`src/rtl/error_weight_adapter_pkg.sv`:
```
// Shared types and helpers for the sign-sign LMS weight adapter.
// DEFAULT_WEIGHT is also used when instantiating the ErrorCombiner so both agree on the start-up weights.
package error_weight_adapter_pkg;

  typedef enum logic [1:0] {
    ST_IDLE  = 2'd0,
    ST_ACCUM = 2'd1,
    ST_APPLY = 2'd2
  } state_e;

  localparam int DEFAULT_WEIGHT = 1;

  // Width-independent sign: caller passes the MSB and a nonzero flag.
  function automatic logic signed [1:0] sgn(input logic neg, input logic nonzero);
    if (!nonzero)  return 2'sd0;
    else if (neg)  return -2'sd1;
    else           return 2'sd1;
  endfunction

  function automatic logic signed [1:0] sign_product(input logic signed [1:0] a,
                                                     input logic signed [1:0] b);
    if (a == 2'sd0 || b == 2'sd0) return 2'sd0;
    else if (a == b)              return 2'sd1;
    else                          return -2'sd1;
  endfunction

endpackage

```
`src/rtl/error_weight_adapter_weight_lane.sv`:
```
// One adaptation lane: vote accumulator, per-sample sign product and saturating weight register.
module weight_lane
  import error_weight_adapter_pkg::*;
#(
  parameter int ERROR_WIDTH  = 8,
  parameter int WEIGHT_WIDTH = 4,
  parameter int UPDATE_LOG2  = 4,
  parameter int VOTE_THRESH  = 8,
  parameter int WEIGHT_INIT  = DEFAULT_WEIGHT,
  parameter int WEIGHT_MIN   = 0,
  parameter int WEIGHT_MAX   = 7
) (
  input  logic                    clk_i,
  input  logic                    reset_i,
  input  logic                    clear_i,
  input  logic                    add_i,
  input  logic                    apply_i,
  input  logic [ERROR_WIDTH-1:0]  error_i,
  input  logic [ERROR_WIDTH-1:0]  error_comb_i,
  output logic [WEIGHT_WIDTH-1:0] weight_o
);

  localparam int VW = UPDATE_LOG2 + 2;
  localparam logic signed [VW-1:0]           THR   = VW'(VOTE_THRESH);
  localparam logic signed [VW-1:0]           NTHR  = -THR;
  localparam logic signed [WEIGHT_WIDTH-1:0] WMIN  = WEIGHT_WIDTH'(WEIGHT_MIN);
  localparam logic signed [WEIGHT_WIDTH-1:0] WMAX  = WEIGHT_WIDTH'(WEIGHT_MAX);
  localparam logic signed [WEIGHT_WIDTH-1:0] WINIT = WEIGHT_WIDTH'(WEIGHT_INIT);
  localparam logic signed [WEIGHT_WIDTH-1:0] ONE   = WEIGHT_WIDTH'(1);

  logic signed [1:0]              v;
  logic signed [VW-1:0]           vote_q, vote_d, vote_final;
  logic signed [WEIGHT_WIDTH-1:0] weight_q, weight_d;

  always_comb begin
    v = sign_product(sgn(error_comb_i[ERROR_WIDTH-1], |error_comb_i),
                     sgn(error_i[ERROR_WIDTH-1], |error_i));
    // The window's final sample is folded in here so the step lands on the accepting edge.
    vote_final = vote_q + VW'(v);
    vote_d = clear_i ? '0 : vote_q;
    if (add_i) vote_d = vote_d + VW'(v);
    weight_d = weight_q;
    if (apply_i) begin
      if (vote_final >= THR)
        weight_d = (weight_q > WMIN) ? weight_q - ONE : WMIN;
      else if (vote_final <= NTHR)
        weight_d = (weight_q < WMAX) ? weight_q + ONE : WMAX;
    end
  end

  always_ff @(posedge clk_i) begin
    if (reset_i) begin
      vote_q   <= '0;
      weight_q <= WINIT;
    end else begin
      vote_q   <= vote_d;
      weight_q <= weight_d;
    end
  end

  assign weight_o = weight_q;

endmodule

```
`src/rtl/error_weight_adapter.sv`:
```
// Decimated sign-sign LMS adapter producing the four ErrorCombiner weights.
// Holds the window FSM and sample counter; per-channel work lives in weight_lane.
module error_weight_adapter
  import error_weight_adapter_pkg::*;
#(
  parameter int ERROR_WIDTH  = 8,
  parameter int WEIGHT_WIDTH = 4,
  parameter int UPDATE_LOG2  = 4,
  parameter int VOTE_THRESH  = 8,
  parameter int WEIGHT_INIT  = DEFAULT_WEIGHT,
  parameter int WEIGHT_MIN   = 0,
  parameter int WEIGHT_MAX   = 7
) (
  input  logic                    clk_i,
  input  logic                    reset_i,
  input  logic                    enable_i,
  input  logic                    valid_i,
  input  logic [ERROR_WIDTH-1:0]  error_0_i,
  input  logic [ERROR_WIDTH-1:0]  error_1_i,
  input  logic [ERROR_WIDTH-1:0]  error_2_i,
  input  logic [ERROR_WIDTH-1:0]  error_3_i,
  input  logic [ERROR_WIDTH-1:0]  error_comb_i,
  output logic [WEIGHT_WIDTH-1:0] weight_0_o,
  output logic [WEIGHT_WIDTH-1:0] weight_1_o,
  output logic [WEIGHT_WIDTH-1:0] weight_2_o,
  output logic [WEIGHT_WIDTH-1:0] weight_3_o,
  output logic                    update_o
);

  state_e                 state_q;
  logic [UPDATE_LOG2-1:0] cnt_q;
  logic                   update_q;
  logic                   take, last, clear, add;
  logic [ERROR_WIDTH-1:0]  err [4];
  logic [WEIGHT_WIDTH-1:0] wgt [4];

  assign err[0] = error_0_i;
  assign err[1] = error_1_i;
  assign err[2] = error_2_i;
  assign err[3] = error_3_i;

  // Weights step on the edge accepting the final sample; APPLY is the cycle they are shown,
  // and a sample arriving then opens the next window on top of cleared votes.
  always_comb begin
    take  = valid_i && enable_i && (state_q != ST_IDLE);
    last  = take && (state_q == ST_ACCUM) && (cnt_q == '1);
    clear = !enable_i || (state_q != ST_ACCUM) || last;
    add   = take && !last;
  end

  always_ff @(posedge clk_i) begin
    if (reset_i) begin
      state_q  <= ST_IDLE;
      cnt_q    <= '0;
      update_q <= 1'b0;
    end else begin
      update_q <= last;
      case (state_q)
        ST_IDLE: begin
          cnt_q <= '0;
          if (enable_i) state_q <= ST_ACCUM;
        end
        ST_ACCUM, ST_APPLY: begin
          if (!enable_i) begin
            state_q <= ST_IDLE;
            cnt_q   <= '0;
          end else if (take) begin
            cnt_q   <= cnt_q + 1'b1;
            state_q <= last ? ST_APPLY : ST_ACCUM;
          end else begin
            state_q <= ST_ACCUM;
          end
        end
        default: begin
          state_q <= ST_IDLE;
          cnt_q   <= '0;
        end
      endcase
    end
  end

  for (genvar k = 0; k < 4; k++) begin : g_lane
    weight_lane #(
      .ERROR_WIDTH (ERROR_WIDTH),
      .WEIGHT_WIDTH(WEIGHT_WIDTH),
      .UPDATE_LOG2 (UPDATE_LOG2),
      .VOTE_THRESH (VOTE_THRESH),
      .WEIGHT_INIT (WEIGHT_INIT),
      .WEIGHT_MIN  (WEIGHT_MIN),
      .WEIGHT_MAX  (WEIGHT_MAX)
    ) u_lane (
      .clk_i       (clk_i),
      .reset_i     (reset_i),
      .clear_i     (clear),
      .add_i       (add),
      .apply_i     (last),
      .error_i     (err[k]),
      .error_comb_i(error_comb_i),
      .weight_o    (wgt[k])
    );
  end

  assign weight_0_o = wgt[0];
  assign weight_1_o = wgt[1];
  assign weight_2_o = wgt[2];
  assign weight_3_o = wgt[3];
  assign update_o   = update_q;

endmodule

```
`config.mk`:
```
export PLATFORM = sky130hd
export DESIGN_NAME = error_weight_adapter
export DESIGN_NICKNAME = d
export VERILOG_FILES = /design/src/rtl/error_weight_adapter_pkg.sv /design/src/rtl/error_weight_adapter_weight_lane.sv /design/src/rtl/error_weight_adapter.sv
export SDC_FILE = /design/constraint.sdc
export NUM_CORES = 1
export LEC_CHECK = 0
export BUFFER_PORTS_ARGS = -buffer_cell sky130_fd_sc_hd__buf_4
export CAP_MARGIN = 10
export CELL_PAD_IN_SITES_DETAIL_PLACEMENT = 1
export CELL_PAD_IN_SITES_GLOBAL_PLACEMENT = 1
export CORE_MARGIN = 4
export CORE_UTILIZATION = 25
export DETAILED_ROUTE_END_ITERATION = 10
export PLACE_DENSITY = 0.49
export SYNTH_ARGS = -nofsm -noshare
export SYNTH_HDL_FRONTEND = slang
export SYNTH_SLANG_ARGS = --single-unit
```
`constraint.sdc`:
```
create_clock -name clk_i -period 6.8 [get_ports clk_i]
set_clock_uncertainty 0.1 [all_clocks]
set_input_delay 0.68 -clock clk_i [delete_from_list [all_inputs] [get_ports clk_i]]
set_output_delay 0.68 -clock clk_i [all_outputs]
set_load 0.005 [all_outputs]
```
==> flow_metrics.py, run 1 <==
metrics = {
    "timing": {
        "max_freq_mhz": 212.4,
        "fin_crit_sh_pct": 69.25,
        "slew_violations": 0,
        "rsz0062_at_grt": "no",
        "period_needed_ns": 4.709,
        "setup_tns_ns": 0,
        "worst-slew-pin-transition_ns": 0.7609,
        "hold_viol_final": 0,
        "setup_viol": 0,
        "slew_headroom_pct": 49.13,
    },
    "die": {
        "io_pins": 61,
        "coreArea_um2": 16700,
        "die_x_um": 139.1,
        "initial_core_util_pct": 25.74,
        "die_y_um": 139.1,
        "dieArea_um2": 19360,
        "rows": 47,
    },
    "setup_path": {
        "crit_type": "in -> reg",
        "cp-start-kind": "primary input",
        "ff2ff_path_depth": 16,
        "rrSetupSlack_ns": 2.92,
        "r2r-end": "g_lane[3].u_lane.vote_q[5]",
        "cp.arrival_ns": 4.77,
        "critPathMaxFanout": 17,
        "crit_end": "g_lane[2].u_lane.weight_o[0]",
        "worstReg2RegStart": "state_q[0]",
        "cp-startpoint": "error_comb_i[1]",
        "end_kind": "flip-flop",
        "crit_required_ns": 6.86,
    },
    "logic_synthesis": {
        "yosysWarnings": 0,
        "synthMuxAreaShare_pct": 3.492,
        "synth_ff_type": "dfxtp_1",
        "syn_area_um2": 4299,
        "synthAdderAreaFrac_pct": 8.440,
        "synth_top_family_by_area": "simple AND/OR/NAND/NOR gates",
        "synthCells": 580,
        "ys_ff_latch": 47,
        "synth-compound-area-share_pct": 22.82,
        "synthArstFlopShare_pct": 0,
        "seq_area_frac_synth_pct": 21.89,
        "ys_types": 65,
        "syn_nets": 653,
        "synthXorXnorAreaFrac_pct": 8.556,
        "synth_simple_gate_area_share_pct": 28.84,
        "syn_area_per_cell_um2": 7.412,
        "synth_edf_count": 0,
    },
    "grt": {
        "grt-ovfl-total": 0,
        "grt_pass1_vias": 4514,
        "grtUsageTotal_pct": 14.06,
        "grt_pass1_wl_mm": 23.00,
        "grt_max_degree": 41,
        "antenna_found_initial": 0,
    },
    "clock_tree": {
        "clk_latency_ns": 0.31,
        "cts_buffers": 5,
        "cts.path.max_buffers": 2,
        "cts-root-buf": "clkbuf_16",
        "ctsHoldBuffers": 0,
        "cts_sinks": 47,
        "cts_resized": 0,
        "cts_tree": "built",
        "path_clk_slew_ns": 0.08,
        "cts_setup_buffers": 0,
        "htreeDepth": 2,
    },
    "final_layout": {
        "final-instance-count-excl-fill": 833,
        "final_area_um2": 5046,
        "diodes": 0,
        "drive_gt1_share_pct": 14.68,
        "fill_cells": 2039,
        "final_util_pct": 30.21,
        "final_nets": 685,
        "mostFrequentLayoutCells": "nor2_1 (63), buf_4 (62), nand2_1 (57)",
        "syn_to_final_growth_pct": 17.37,
        "layout.cells.most_common": "nor2_1",
    },
    "route": {
        "antenna_left": 0,
        "firstDrtPassIters": 4,
        "vias_per_cell": 5.267,
        "via_count": 4387,
        "routed_wirelength_mm": 13.48,
        "drc_errors": 0,
        "drt_iter0_drc": 158,
        "wl_per_cell_um": 16.18,
    },
    "pwr": {
        "powerDensity_nw_per_um2": 154.0,
        "p_leak_uw": 0.001844,
        "peakVddDrop_v": 0.00008224,
        "total_power_uw": 776.9,
    },
    "place": {
        "portBuffers": 60,
        "hpwlAfterDp_mm": 9.957,
        "dp_cells": 825,
        "dpl_cell_area_um2": 4875,
        "gp_congestion": 0.7958,
    },
    "hold_path": {
        "hold_path_class": "reg -> reg",
    },
    "job": {
        "cap_violations": 0,
    },
    "run_status": {
        "status": "complete, no violations",
    },
}
==> layout make-up <==
cell class	count	area [um2]	share of cell area (%)
Clock inverter	3	46.29	0.9174
Tap cell	220	275.3	5.455
Inverter	23	86.33	1.711
Clock buffer	5	125.1	2.480
Timing Repair Buffer	62	465.4	9.224
Sequential cell	47	940.9	18.65
Multi-Input combinational cell	473	3107	61.57
==> per-layer routing <==
layer	track usage, %	routed length (um)
met2	24.11	6473
met5	0	0
met1	18.42	6460
met3	2.517	394
met4	3.193	148
==> cell families (layout without fill, tap and decap cells) <==
logic type	count (synthesis)	count (layout)
fa+ha+maj	29	29
buf+inv	60	93
simple gates	244	244
xor+xnor	42	42
compound gates	143	143
mux	15	15
flops	47	47
==> how the worst min path moves through the flow <==
stage | start | slack [ns] | cells past startpoint | end
2_1_floorplan | state_q[1] | 0.35 | 2 | state_q[1]
3_3_place_gp | cnt_q[1] | 0.36 | 2 | cnt_q[1]
3_5_place_dp | cnt_q[1] | 0.38 | 2 | cnt_q[1]
4_1_cts | cnt_q[1] | 0.39 | 2 | cnt_q[1]
5_1_grt | cnt_q[1] | 0.41 | 2 | cnt_q[1]
6_report | cnt_q[1] | 0.38 | 2 | cnt_q[1]
==> critical path, stage by stage <==
cell and delay, ns:
buf_4 0.11, nor4_1 0.38, nand2_1 0.39, nand3_1 0.63
xnor2_1 0.20, ha_1 0.29, nand3_1 0.10, a31o_2 0.23
a221oi_1 0.29, nand2b_1 0.16, nor2b_1 0.51, o22ai_1 0.14
a2111oi_0 0.56, a31oi_1 0.07
==> report_power, final <==
group | internal (uW) | switching [uW]
sequential | 280 | 9.31
combinational | 79.8 | 108
clock | 175 | 125
==> state kept, by name, summed over array words and instances, names as in the netlist <==
signal                  count
g_lane.u_lane.vote_q       24
state_q                     2
g_lane.u_lane.weight_o     16
update_o                    1
cnt_q                       4
==> cell usage after synthesis (all sizes together), types with 3 or more instances <==
| master | number | area share [%] |
|---|---|---|
| a311o | 4 | 0.96 |
| and3 | 5 | 0.73 |
| nor2 | 66 | 5.8 |
| mux2i | 15 | 3.5 |
| o32ai | 3 | 0.61 |
| o311ai | 4 | 0.82 |
| a2111oi | 4 | 0.96 |
| a31oi | 15 | 2.2 |
| nor4 | 14 | 3.1 |
| a211o | 3 | 0.61 |
| o22ai | 3 | 0.44 |
| buf | 10 | 1.6 |
| o21a | 4 | 0.70 |
| o31ai | 7 | 1.2 |
| xor2 | 11 | 2.2 |
| nand2b | 4 | 0.58 |
| nand4 | 5 | 0.73 |
| nor3 | 30 | 3.6 |
| or3 | 6 | 1.1 |
| inv | 23 | 2.0 |
| or4 | 3 | 0.52 |
| and2 | 8 | 1.2 |
| ha | 29 | 8.4 |
| nor2b | 5 | 0.73 |
| a221oi | 5 | 1.0 |
| a21oi | 34 | 4.0 |
| nand3 | 27 | 3.1 |
| clkbuf | 27 | 2.4 |
| a32o | 3 | 0.70 |
| nand2 | 58 | 5.1 |
| nor3b | 4 | 0.70 |
| dfxtp | 47 | 22 |
| xnor2 | 31 | 6.3 |
| o21ai | 22 | 2.6 |
| a211oi | 9 | 1.6 |
| a22oi | 9 | 1.6 |
==> metrics by stage <==
stage	hold slack (ns)	setup WS, ns
after global placement	0.3636	2.113
after CTS	0.3937	2.137
after floorplan	0.3515	2.791
final	0.3848	2.091
after global routing	0.4074	1.704
after detailed placement	0.3819	1.846
No activity file was read; power rests on OpenSTA's default activity.
==> run 2: changes to the inputs <==
--- a/config.mk
+++ b/config.mk
@@ -12,7 +12,7 @@
 export CORE_MARGIN = 4
 export CORE_UTILIZATION = 25
 export DETAILED_ROUTE_END_ITERATION = 10
-export PLACE_DENSITY = 0.49
+export PLACE_DENSITY = 0.51
 export SYNTH_ARGS = -nofsm -noshare
 export SYNTH_HDL_FRONTEND = slang
 export SYNTH_SLANG_ARGS = --single-unit
==> constraint.sdc (replaced) <==
create_clock -name clk_i -period 3.8 [get_ports clk_i]
set_clock_uncertainty 0.1 [all_clocks]
set_input_delay 0.38 -clock clk_i [delete_from_list [all_inputs] [get_ports clk_i]]
set_output_delay 0.38 -clock clk_i [all_outputs]
set_load 0.005 [all_outputs]
==> run 2 against run 1 <==
Sequential power grew 79%. Clock-buffer cell count is the same. Critical path depth grew 1. Critical path type unchanged. Highest routed layer unchanged.
==> flow_metrics.py, run 2 (synthesis results as in run 1) <==
metrics = {
    "run_status": {
        "status": "complete, no violations",
    },
    "clock_tree": {
        "ctsHoldBuffers": 0,
        "cts_tree": "built",
        "path_clk_slew_ns": 0.08,
        "clk_latency_ns": 0.31,
        "htreeDepth": 2,
        "cts-root-buf": "clkbuf_16",
        "cts.path.max_buffers": 2,
        "cts_buffers": 5,
        "cts_sinks": 47,
    },
    "setup_path": {
        "end_kind": "flip-flop",
        "cp.arrival_ns": 3.52,
        "crit_required_ns": 3.89,
        "worstReg2RegStart": "state_q[1]",
        "r2r-end": "g_lane[3].u_lane.vote_q[3]",
        "cp-start-kind": "primary input",
        "ff2ff_path_depth": 15,
        "rrSetupSlack_ns": 0.59,
        "crit_type": "in -> reg",
        "critPathMaxFanout": 10,
    },
    "timing": {
        "setup_slack_ns": 0.3777,
        "setup_viol": 0,
        "fin_crit_sh_pct": 90.06,
        "rsz0062_at_grt": "no",
        "worst-slew-pin-transition_ns": 0.7518,
        "max_freq_mhz": 292.2,
        "slew_headroom_pct": 49.70,
        "period_needed_ns": 3.422,
        "hold_viol_final": 0,
        "slew_violations": 0,
    },
    "grt": {
        "grt-ovfl-total": 0,
        "antenna_found_initial": 0,
        "grtUsageTotal_pct": 14.49,
        "grt_max_degree": 41,
        "grt_pass1_wl_mm": 23.54,
        "grt_pass1_vias": 4606,
    },
    "pwr": {
        "peakVddDrop_v": 0.0001568,
        "total_power_uw": 1431,
        "p_leak_uw": 0.001949,
        "powerDensity_nw_per_um2": 273.8,
    },
    "route": {
        "drc_errors": 0,
        "routed_wirelength_mm": 13.89,
        "antenna_left": 0,
        "firstDrtPassIters": 4,
        "via_count": 4452,
        "wl_per_cell_um": 16.27,
        "vias_per_cell": 5.213,
        "drt_iter0_drc": 170,
    },
    "die": {
        "rows": 47,
        "initial_core_util_pct": 25.74,
        "die_x_um": 139.1,
        "io_pins": 61,
        "dieArea_um2": 19360,
        "coreArea_um2": 16700,
        "die_y_um": 139.1,
    },
    "place": {
        "gp_congestion": 0.7990,
        "pre_cts_ws_ns": -0.001214,
        "dpl_cell_area_um2": 5042,
        "portBuffers": 60,
        "hpwlAfterDp_mm": 10.50,
    },
    "final_layout": {
        "syn_to_final_growth_pct": 21.54,
        "mostFrequentLayoutCells": "buf_4 (82), nor2_1 (64), nand2_1 (57)",
        "diodes": 0,
        "regMostFlops": "g_lane.u_lane.vote_q",
        "drive_gt1_share_pct": 17.67,
        "final_area_um2": 5225,
        "largest_reg_flops": 24,
        "layout.cells.most_common": "buf_4",
        "final_nets": 706,
    },
    "hold_path": {
        "hold_path_class": "in -> reg",
        "min_path_cells": 3,
        "min-delay-start": "enable_i",
        "hold_end": "state_q[0]",
    },
    "job": {
        "cap_violations": 0,
    },
}
run 2: how the worst max path moves through the flow:
stage	start	end	slack, ns	depth (start not counted)
after floorplan	error_comb_i[1]	g_lane[2].u_lane.weight_o[1]	0.09	16
after global placement	error_comb_i[1]	g_lane[2].u_lane.weight_o[0]	0.03	14
after detailed placement	error_2_i[1]	g_lane[2].u_lane.weight_o[1]	-0.001	15
after CTS	error_2_i[1]	g_lane[2].u_lane.weight_o[0]	0.31	14
after global routing	error_2_i[5]	g_lane[2].u_lane.weight_o[1]	0.02	15
final	error_comb_i[1]	g_lane[2].u_lane.weight_o[1]	0.38	15
run 2: critical path, cell delays in order:
cell	delay, ns
buf_4	0.11
nor4_1	0.36
and2_4	0.26
nor2_1	0.09
ha_1	0.26
ha_1	0.27
or3b_2	0.49
nor4_1	0.22
a221oi_1	0.10
nand2b_1	0.17
nor2b_1	0.14
buf_4	0.17
o21ai_0	0.14
a211oi_1	0.09
o31a_1	0.27
run 2: cell type report:
| cell class | count | area, um2 |
|---|---|---|
| clock buffer | 5 | 125.1 |
| clock inverter | 3 | 46.29 |
| fill | 2065 | 11480 |
| inverter | 23 | 86.33 |
| multi-input combinational | 473 | 3115 |
| sequential | 47 | 940.9 |
| tap | 220 | 275.3 |
| timing repair buffer | 83 | 635.6 |
run 2: through the flow:
stage	TNS, ns	utilization, %	hold slack [ns]	instances
after floorplan	0	-	0.3515	580
after global placement	0	30.19	0.3687	846
after detailed placement	-0.001214	30.19	0.3795	846
after CTS	0	31.22	0.3769	854
after global routing	0	31.29	0.3967	854
final	0	31.29	0.3817	854
run 2: timing repair:
item	in CTS	in global routing
setup endpoints to repair	0	4
setup buffers	0	0
resized for setup	0	3
run 2: routing by layer:
| metal | GRT usage, % | routed length (um) | vias up | share of wire, % |
|---|---|---|---|---|
| met2 | 24.39 | 6666 | 72 | 48 |
| met5 | 0 | 0 | - | 0 |
| met4 | 4.068 | 189 | 0 | 1.4 |
| met1 | 18.84 | 6478 | 2141 | 47 |
| li1 | - | - | 2227 | - |
| met3 | 2.931 | 559 | 12 | 4.0 |
run 2: report_power, final:
group	internal [uW]	leakage [uW]	switching, uW
Combinational	164	0.00149	202
Clock	314	0.0000804	232
Sequential	501	0.000380	16.5
==> run 3: changes to the inputs <==
--- a/config.mk
+++ b/config.mk
@@ -12,7 +12,8 @@
 export CORE_MARGIN = 4
 export CORE_UTILIZATION = 25
 export DETAILED_ROUTE_END_ITERATION = 10
-export PLACE_DENSITY = 0.51
+export PLACE_DENSITY = 0.5
 export SYNTH_ARGS = -nofsm -noshare
 export SYNTH_HDL_FRONTEND = slang
+export SYNTH_HIERARCHICAL = 1
 export SYNTH_SLANG_ARGS = --single-unit
==> run 3 against run 2 <==
Combinational power is 14% higher. Maximum frequency increased by 4.1%. Non-clock buffer count down 8. Register-to-register slack is essentially flat. Flip-flop and latch count is the same. Final cell count is 2.9% higher. Critical path depth decreased by 1. Total power down 1.5%. Area after synthesis rose by 11%. Via count rose by 7.0%. Critical endpoint is now g_lane[2].u_lane/weight_o[2]. Hold slack worse by 0.038 ns.
==> flow_metrics.py, run 3 <==
metrics = {
    "grt": {
        "grt_pass1_wl_mm": 24.27,
        "grtUsageTotal_pct": 13.58,
        "grt_pass1_vias": 4779,
        "grt-ovfl-total": 0,
        "antenna_found_initial": 0,
        "grt_max_degree": 44,
    },
    "logic_synthesis": {
        "syn_nets": 658,
        "synth_edf_count": 0,
        "synthTopCellsByCount": "nor2_1 (53), dfxtp_1 (47), nand2_1 (45)",
        "yosys-top-cells-area": "dfxtp_1 (20%), ha_1 (7.4%), xnor2_1 (5.9%)",
        "synth_top_area_cell": "dfxtp_1",
        "yosysMostFrequentCell": "nor2_1",
        "syn_area_um2": 4761,
        "synthCells": 586,
        "ys_ff_latch": 47,
        "synth_top_area_share_pct": 19.76,
        "syn_area_per_cell_um2": 8.124,
        "ys_types": 52,
        "yosysWarnings": 6,
        "synthArstFlopShare_pct": 0,
        "synth_ff_type": "dfxtp_1",
        "seq_area_frac_synth_pct": 19.76,
    },
    "die": {
        "coreArea_um2": 18710,
        "dieArea_um2": 21310,
        "die_y_um": 146.0,
        "initial_core_util_pct": 25.45,
        "io_pins": 61,
        "rows": 50,
        "die_x_um": 146.0,
    },
    "timing": {
        "slew_violations": 0,
        "setup_tns_ns": 0,
        "rsz0062_at_grt": "no",
        "max_freq_mhz": 304.0,
        "fin_crit_sh_pct": 86.55,
        "worst-slew-pin-transition_ns": 0.9846,
        "hold_viol_final": 0,
        "setup_viol": 0,
        "slew_headroom_pct": 33.75,
        "period_needed_ns": 3.289,
    },
    "route": {
        "wl_per_cell_um": 16.61,
        "routed_wirelength_mm": 14.60,
        "firstDrtPassIters": 4,
        "drc_errors": 0,
        "via_count": 4764,
        "drt_iter0_drc": 256,
        "vias_per_cell": 5.420,
        "antenna_left": 0,
    },
    "clock_tree": {
        "cts_resized": 0,
        "cts.path.max_buffers": 2,
        "path_clk_slew_ns": 0.07,
        "htreeDepth": 2,
        "cts-root-buf": "clkbuf_16",
        "cts_buffers": 5,
        "clk_latency_ns": 0.30,
        "cts_setup_buffers": 0,
        "cts_sinks": 47,
        "cts_tree": "built",
        "ctsHoldBuffers": 0,
    },
    "final_layout": {
        "syn_to_final_growth_pct": 18.19,
        "drive_gt1_share_pct": 21.71,
        "largest_reg_flops": 24,
        "regMostFlops": "g_lane.u_lane/vote_q",
        "seqCellArea_um2": 940.9,
        "multi_input_area_um2": 3591,
        "final_area_um2": 5627,
        "fill_cells": 2231,
        "final_nets": 716,
        "mostFrequentLayoutCells": "buf_4 (75), nor2_1 (52), dfxtp_1 (47)",
        "diodes": 0,
        "layout.cells.most_common": "buf_4",
    },
    "pwr": {
        "powerDensity_nw_per_um2": 250.4,
        "peakVddDrop_v": 0.0001382,
        "p_leak_uw": 0.002176,
    },
    "run_status": {
        "status": "complete, no violations",
    },
    "setup_path": {
        "crit_type": "in -> reg",
        "crit_required_ns": 3.88,
        "crit_buf_inv": 1,
        "cp_cell_sequence": "buf_4 > nor4_2 > and2_4 > nor2_1 > ha_1 > ha_1 > or4_1 > nor2_1 > a31o_1 > o221a_2 > a21oi_1 > a21boi_1 > and2_4 > o311ai_2",
        "cp.arrival_ns": 3.37,
        "end_kind": "flip-flop",
        "cp-start-kind": "primary input",
        "rrSetupSlack_ns": 0.60,
        "crit_family": "simple AND/OR/NAND/NOR gates",
        "worst_path_max_delay_cell": "or4_1",
        "critPathMaxFanout": 12,
        "critical_path.max_stage_delay_ns": 0.41,
    },
    "job": {
        "cap_violations": 0,
    },
    "hold_path": {
        "hold_path_class": "in -> reg",
    },
    "place": {
        "dpl_cell_area_um2": 5489,
        "gp_congestion": 0.8081,
        "portBuffers": 60,
        "hpwlAfterDp_mm": 11.31,
    },
}
-- run 3: layer usage --
| metal | vias to the layer above | wire [um] | track usage [%] |
|---|---|---|---|
| met3 | 6 | 393 | 2.242 |
| met5 | - | 0 | 0 |
| met2 | 59 | 6953 | 22.73 |
| met4 | 0 | 139 | 2.963 |
| met1 | 2340 | 7116 | 18.43 |
| li1 | 2359 | - | - |
-- run 3: cell type report --
| type | instances | share of cell area [%] |
|---|---|---|
| clock inverter | 1 | 0.08895 |
| sequential | 47 | 16.72 |
| multi-input combinational | 488 | 63.82 |
| timing repair buffer | 75 | 10.01 |
| clock buffer | 7 | 2.357 |
| inverter | 27 | 1.801 |
| tap | 234 | 5.203 |
-- run 3: tightest hold or removal path, delay by kind of cell --
kind | cells | cell delay, ns
buffers and inverters | 1 | 0.13
AND/OR/NAND/NOR | 1 | 0.11
AO/OA/AOI/OAI | 1 | 0.07
-- run 3: logic make-up after synthesis --
group	Yosys count	synth area share, %
compound gates	161	26.02
fa+ha+maj	28	7.359
xor+xnor	42	7.727
flops	47	19.76
mux	21	4.520
buf+inv	51	4.862
simple gates	236	29.75
-- run 3: path summary, 6_finish.rpt --
kind                                 startpoint                      endpoint  cells after the start
worst max-delay path            error_comb_i[7]  g_lane[2].u_lane/weight_o[2]                     14
worst min-delay path                   enable_i                    state_q[1]                      3
worst max register to register       state_q[0]    g_lane[1].u_lane/vote_q[5]                     14
worst min register to register         cnt_q[3]                      cnt_q[3]                      2
-- run 3: metrics by stage --
stage               worst slack (ns)  utilization [%]  power (uW)  hold slack [ns]  instances
floorplan                     0.6579                -       808.5           0.3524        586
global placement              0.2525            29.34       957.2           0.3809        871
detailed placement            0.1860            29.34       961.6           0.3914        871
CTS                           0.5138            30.08        1433           0.3324        879
global route                  0.2723            30.08        1495           0.3637        879
finish                        0.5110            30.08        1409           0.3441        879
-- run 3: report_power, final --
part           switching (uW)  internal (uW)  leakage [uW]
Sequential               25.1            507      0.000381
Combinational             239            179       0.00173
Clock                     214            245     0.0000679
